==> src/rtl/seq_multiplier_if.sv <==
// Handshake bundle for the iterative signed multiplier: start/operands in,
// product/busy/done out.
interface seq_multiplier_if #(
  parameter int W = 8
);
  logic           start;
  logic [W-1:0]   a;
  logic [W-1:0]   b;
  logic [2*W-1:0] p;
  logic           busy;
  logic           done;

  modport master (output start, a, b, input  p, busy, done);
  modport slave  (input  start, a, b, output p, busy, done);
endinterface

==> src/rtl/seq_multiplier.sv <==
// Iterative signed multiplier: sign-magnitude shift-add, one partial product
// per clock; done pulses W+1 cycles after start is accepted.
module seq_multiplier #(
  parameter int W = 8
) (
  input  logic             clk,
  input  logic             rst_n,
  seq_multiplier_if.slave  bus
);
  localparam int CW = $clog2(W + 1);

  typedef enum logic [1:0] {IDLE, CALC, DONE} state_t;

  state_t         state_q, state_d;
  logic [2*W-1:0] acc_q, acc_d;
  logic [W-1:0]   mcand_q, mcand_d;
  logic [W-1:0]   mplier_q, mplier_d;
  logic [CW-1:0]  cnt_q, cnt_d;
  logic           neg_q, neg_d;
  logic [2*W-1:0] p_q, p_d;
  logic           done_q, done_d;

  logic [W:0]     sum;
  logic [W-1:0]   a_mag, b_mag;

  // Magnitudes are unsigned W bits, so the most negative operand maps to 2^(W-1).
  assign a_mag = bus.a[W-1] ? (~bus.a + 1'b1) : bus.a;
  assign b_mag = bus.b[W-1] ? (~bus.b + 1'b1) : bus.b;
  assign sum   = {1'b0, acc_q[2*W-1:W]} + {1'b0, (mplier_q[0] ? mcand_q : {W{1'b0}})};

  always_comb begin
    state_d  = state_q;
    acc_d    = acc_q;
    mcand_d  = mcand_q;
    mplier_d = mplier_q;
    cnt_d    = cnt_q;
    neg_d    = neg_q;
    p_d      = p_q;
    done_d   = 1'b0;
    unique case (state_q)
      IDLE: begin
        if (bus.start) begin
          mcand_d  = a_mag;
          mplier_d = b_mag;
          neg_d    = bus.a[W-1] ^ bus.b[W-1];
          acc_d    = '0;
          cnt_d    = CW'(W);
          state_d  = CALC;
        end
      end
      CALC: begin
        // Carry of sum enters at the top; low product bits trickle down through acc.
        acc_d    = {sum, acc_q[W-1:1]};
        mplier_d = {acc_q[0], mplier_q[W-1:1]};
        cnt_d    = cnt_q - 1'b1;
        if (cnt_q == CW'(1)) state_d = DONE;
      end
      DONE: begin
        p_d     = neg_q ? (~acc_q + 1'b1) : acc_q;
        done_d  = 1'b1;
        state_d = IDLE;
      end
      default: state_d = IDLE;
    endcase
  end

  always_ff @(posedge clk or negedge rst_n) begin
    if (!rst_n) begin
      state_q  <= IDLE;
      acc_q    <= '0;
      mcand_q  <= '0;
      mplier_q <= '0;
      cnt_q    <= '0;
      neg_q    <= 1'b0;
      p_q      <= '0;
      done_q   <= 1'b0;
    end else begin
      state_q  <= state_d;
      acc_q    <= acc_d;
      mcand_q  <= mcand_d;
      mplier_q <= mplier_d;
      cnt_q    <= cnt_d;
      neg_q    <= neg_d;
      p_q      <= p_d;
      done_q   <= done_d;
    end
  end

  assign bus.p    = p_q;
  assign bus.busy = (state_q != IDLE);
  assign bus.done = done_q;
endmodule

==> src/flat_wrapper.sv <==
// flat-port wrapper written by rule: the top's interface ports become plain ports
module seq_multiplier_flat 
#(
  parameter int W = 8
)
  (clk, rst_n, bus_start, bus_a, bus_b, bus_p, bus_busy, bus_done);
  seq_multiplier_if #(.W(W)) bus_i ();
  input  logic clk;
  input  logic rst_n;
  input wire logic [$bits(bus_i.start)-1:0] bus_start;
  input wire logic [$bits(bus_i.a)-1:0] bus_a;
  input wire logic [$bits(bus_i.b)-1:0] bus_b;
  output wire logic [$bits(bus_i.p)-1:0] bus_p;
  output wire logic [$bits(bus_i.busy)-1:0] bus_busy;
  output wire logic [$bits(bus_i.done)-1:0] bus_done;
  assign bus_i.start = bus_start;
  assign bus_i.a = bus_a;
  assign bus_i.b = bus_b;
  assign bus_p = bus_i.p;
  assign bus_busy = bus_i.busy;
  assign bus_done = bus_i.done;
  seq_multiplier #(.W(W)) u_core (.clk(clk), .rst_n(rst_n), .bus(bus_i));
endmodule
==> config.mk <==
export PLATFORM = sky130hd
export DESIGN_NAME = seq_multiplier_flat
export DESIGN_NICKNAME = d
export VERILOG_FILES = /design/src/rtl/seq_multiplier_if.sv /design/src/rtl/seq_multiplier.sv /design/src/flat_wrapper.sv
export SDC_FILE = /design/constraint.sdc
export NUM_CORES = 1
export LEC_CHECK = 0
export CAP_MARGIN = 20
export CORE_MARGIN = 2
export CORE_UTILIZATION = 50
export DETAILED_ROUTE_END_ITERATION = 10
export PLACE_DENSITY = 0.73
export SLEW_MARGIN = 25
export SYNTH_ARGS = -nofsm -noshare
export SYNTH_HDL_FRONTEND = slang
export SYNTH_SLANG_ARGS = --single-unit
==> constraint.sdc <==
create_clock -name clk -period 3.25 [get_ports clk]
set_clock_uncertainty 0.1 [all_clocks]
set_input_delay 0.975 -clock clk [delete_from_list [all_inputs] [get_ports clk]]
set_output_delay 0.975 -clock clk [all_outputs]
set_load 0.005 [all_outputs]
==> flow_summary.ini <==
[status]
status = finished, final reports clean

[finish]
multi_input_area_um2 = 1620
drive_gt1_share_pct = 6.98
final-seq-area_um2 = 1400
final.fill_count = 538
n_antenna_cell = 0
syn2layout_area_growth_pct = 16.4
final_area_um2 = 3660
nNetsFinal = 390

[timing]
fin_crit_sh_pct = 79.7
rsz0062_at_grt = no
worstMarginPinSlew_ns = 0.880
tns_ns = 0
finalSetupViolations = 0
final_max_slew_viol_count = 0
fin_crit_ns = 2.59
fin_hold_ws_ns = 0.381
relSlewSlack_pct = 41.4
final_hold_viol_count = 0
fmax_ghz = 0.386

[global_route]
grtUsageMet3_pct = 3.58
grt_pass1_vias = 2264
grt_antenna_before_repair = 0
grt_pass1_wl_um = 10200
grt_use_met1_pct = 22.7
busiest_layer = met2
grt_use_total_pct = 17.6
use_met2_pct = 30.2
grt_max_degree = 42
gr-total-overflow = 0

[synth]
syn_inst = 329
syn_nets = 362
yosysWarnings = 0
ys_types = 46
synth.area.top_cells = dfrtp_1 (45%), o21ai_0 (6.2%), nand2_1 (5.9%)
yosys_register_bits = 56
synthMostInstantiatedCell = dfrtp_1
synthArstFlopShare_pct = 100
synth_flop_cell = dfrtp_1
synth_edf_count = 0
synthTopCellsByCount = dfrtp_1 (56), nand2_1 (49), o21ai_0 (39)
synth_area_per_cell_um2 = 9.55
syn_area_um2 = 3140
yosysSeqAreaShare_pct = 44.6
yosysTopAreaCellShare_pct = 44.6
synth_top_area_cell = dfrtp_1

[route]
first_pass_iters = 4
avgRoutedWirePerCell_um = 13.2
drt_iter0_drc = 117
drcViolationCount = 0
vias = 2373
post_drt_via_cell_ratio = 5.48
ant_nets = 0
routed_wl_um = 5710

[pwr]
vdd_drop_max_v = 0.000378
power_mw = 3.21
power.net_switching_mw = 1.30
clockPowerShare_pct = 12.5
power_frac_comb_pct = 47.3
p_sw_share_pct = 40.4
power.density_nw_per_um2 = 877
seqPwrFrac_pct = 40.2
leakage_nw = 1.65
internal_power_mw = 1.91

[placement]
place_area_um2 = 3560
gp_congestion = 0.779
io_buffers = 36
hpwlAfterDp_um = 4260

[floorplan]
rows = 28
die_width_um = 83.3
dieArea_um2 = 6940
die_h_um = 83.3
initial_core_util_pct = 52.5
io_pins = 37
core_um2 = 5990

[run]
drv_cap = 0

[cts]
cts_tree = yes
ctsResizeCount = 0
clockBufferDepth = 2
clock_latency_ns = 0.31
clkSinkCount = 56
htreeDepth = 2
clk_pin_slew_ns = 0.09
cts_hold_buf = 0
cts_root_buf = clkbuf_8
cts_inserted_buffers = 5
post_cts_buffers = 0

[setup_path]
cp.arrival_ns = 1.51
cp.required_ns = 2.17
slowest_delay_ns = 0.45
cp-end-kind = primary output
cp_cell_sequence = or2_2 > clkdlybuf4s50_1
crit_type = reg -> out
cp-start-kind = register
crit_path_top_delay_cell = dfrtp_1
crit_buf_inv = 1
crit_family = flip-flops
crit_path_max_fanout = 6

[worst_hold_path]
hold_class = reg -> reg
==> routing by layer <==
layer	wire, µm	part of all wire [%]
met3	219	3.8
met4	61	1.1
met1	2690	47
met5	0	0
met2	2730	48
==> power by group through the flow <==
stage / Sequential [mW] / Clock (mW) / Combinational, mW
after floorplan: 1.21 / 0 / 1.15
after global placement: 1.29 / 0 / 1.49
after detailed placement: 1.31 / 0 / 1.53
after CTS: 1.29 / 0.411 / 1.54
after global routing: 1.35 / 0.433 / 1.72
final: 1.29 / 0.400 / 1.52
==> layout make-up <==
type / count / share of cell area (%)
sequential: 56 / 38.3
multi-input combinational: 242 / 44.3
clock buffer: 7 / 2.36
timing repair buffer: 42 / 11.3
tap: 75 / 2.56
clock inverter: 1 / 0.205
inverter: 10 / 1.03
==> flip-flops by register name, summed over array words and instances (netlist names) <==
name and flops:
u_core.mcand_q 8, u_core.cnt_q 4, u_core.mplier_q 8, u_core.state_q 2, u_core.bus.p 16, u_core.acc_q 16
u_core.neg_q 1, u_core.bus.done 1
==> kinds of logic after synthesis <==
logic type	Yosys count	share of synthesized area (%)
DFF	56	44.6
adders and majority gates	14	5.81
xor gates and xnor gates	28	7.80
AOI/OAI and AO/OA	88	19.4
muxes	3	0.955
and+or+nand+nor	109	17.5
buffers and inverters	31	3.98
==> tightest hold or removal path, cell delays in order (launching register included) <==
cell and delay [ns]:
dfrtp_1 0.35, nand2_1 0.04, o21ai_0 0.06
==> stage by stage <==
stage          std cells  setup WS [ns]  utilization [%]
6_report             433          0.660             61.1
5_1_grt              433          0.589             61.1
4_1_cts              433          0.645             61.0
3_5_place_dp         425          0.416             59.5
3_3_place_gp         425          0.475             59.5
2_1_floorplan        329          0.976                -
==> final timing paths <==
path	start	slack (ns)	cells after the start	endpoint
max	u_core.state_q[1]$_DFFE_PN0P_	0.66	2	bus_busy
min	u_core.mcand_q[3]$_DFFE_PN0P_	0.38	2	u_core.mcand_q[3]$_DFFE_PN0P_
max reg2reg	u_core.mplier_q[0]$_DFFE_PN0P_	0.86	7	u_core.acc_q[13]$_DFFE_PN0P_
min reg2reg	u_core.mcand_q[3]$_DFFE_PN0P_	0.38	2	u_core.mcand_q[3]$_DFFE_PN0P_
max in group asynchronous	rst_n	1.92	2	u_core.acc_q[11]$_DFFE_PN0P_
min in group asynchronous	rst_n	0.48	1	u_core.bus.p[7]$_DFFE_PN0P_
==> layout by cell type, fill, tap and decap left out, types with 3 or more instances in the layout <==
master	instances
ha_1	13
xor2_1	20
nand3_1	15
nor2_1	4
a21oi_1	5
mux2i_1	3
inv_1	10
o41ai_2	3
or3_1	6
dfrtp_1	56
clkbuf_8	6
o21ai_0	39
o31ai_1	11
xnor2_1	8
o211ai_1	3
a22oi_1	6
clkdlybuf4s50_1	35
and2_1	9
or4_1	3
or2_2	3
o21ai_1	6
buf_4	5
nor2b_1	5
nor3_1	3
nand2_1	49
Power figures use the tool's default switching activity.
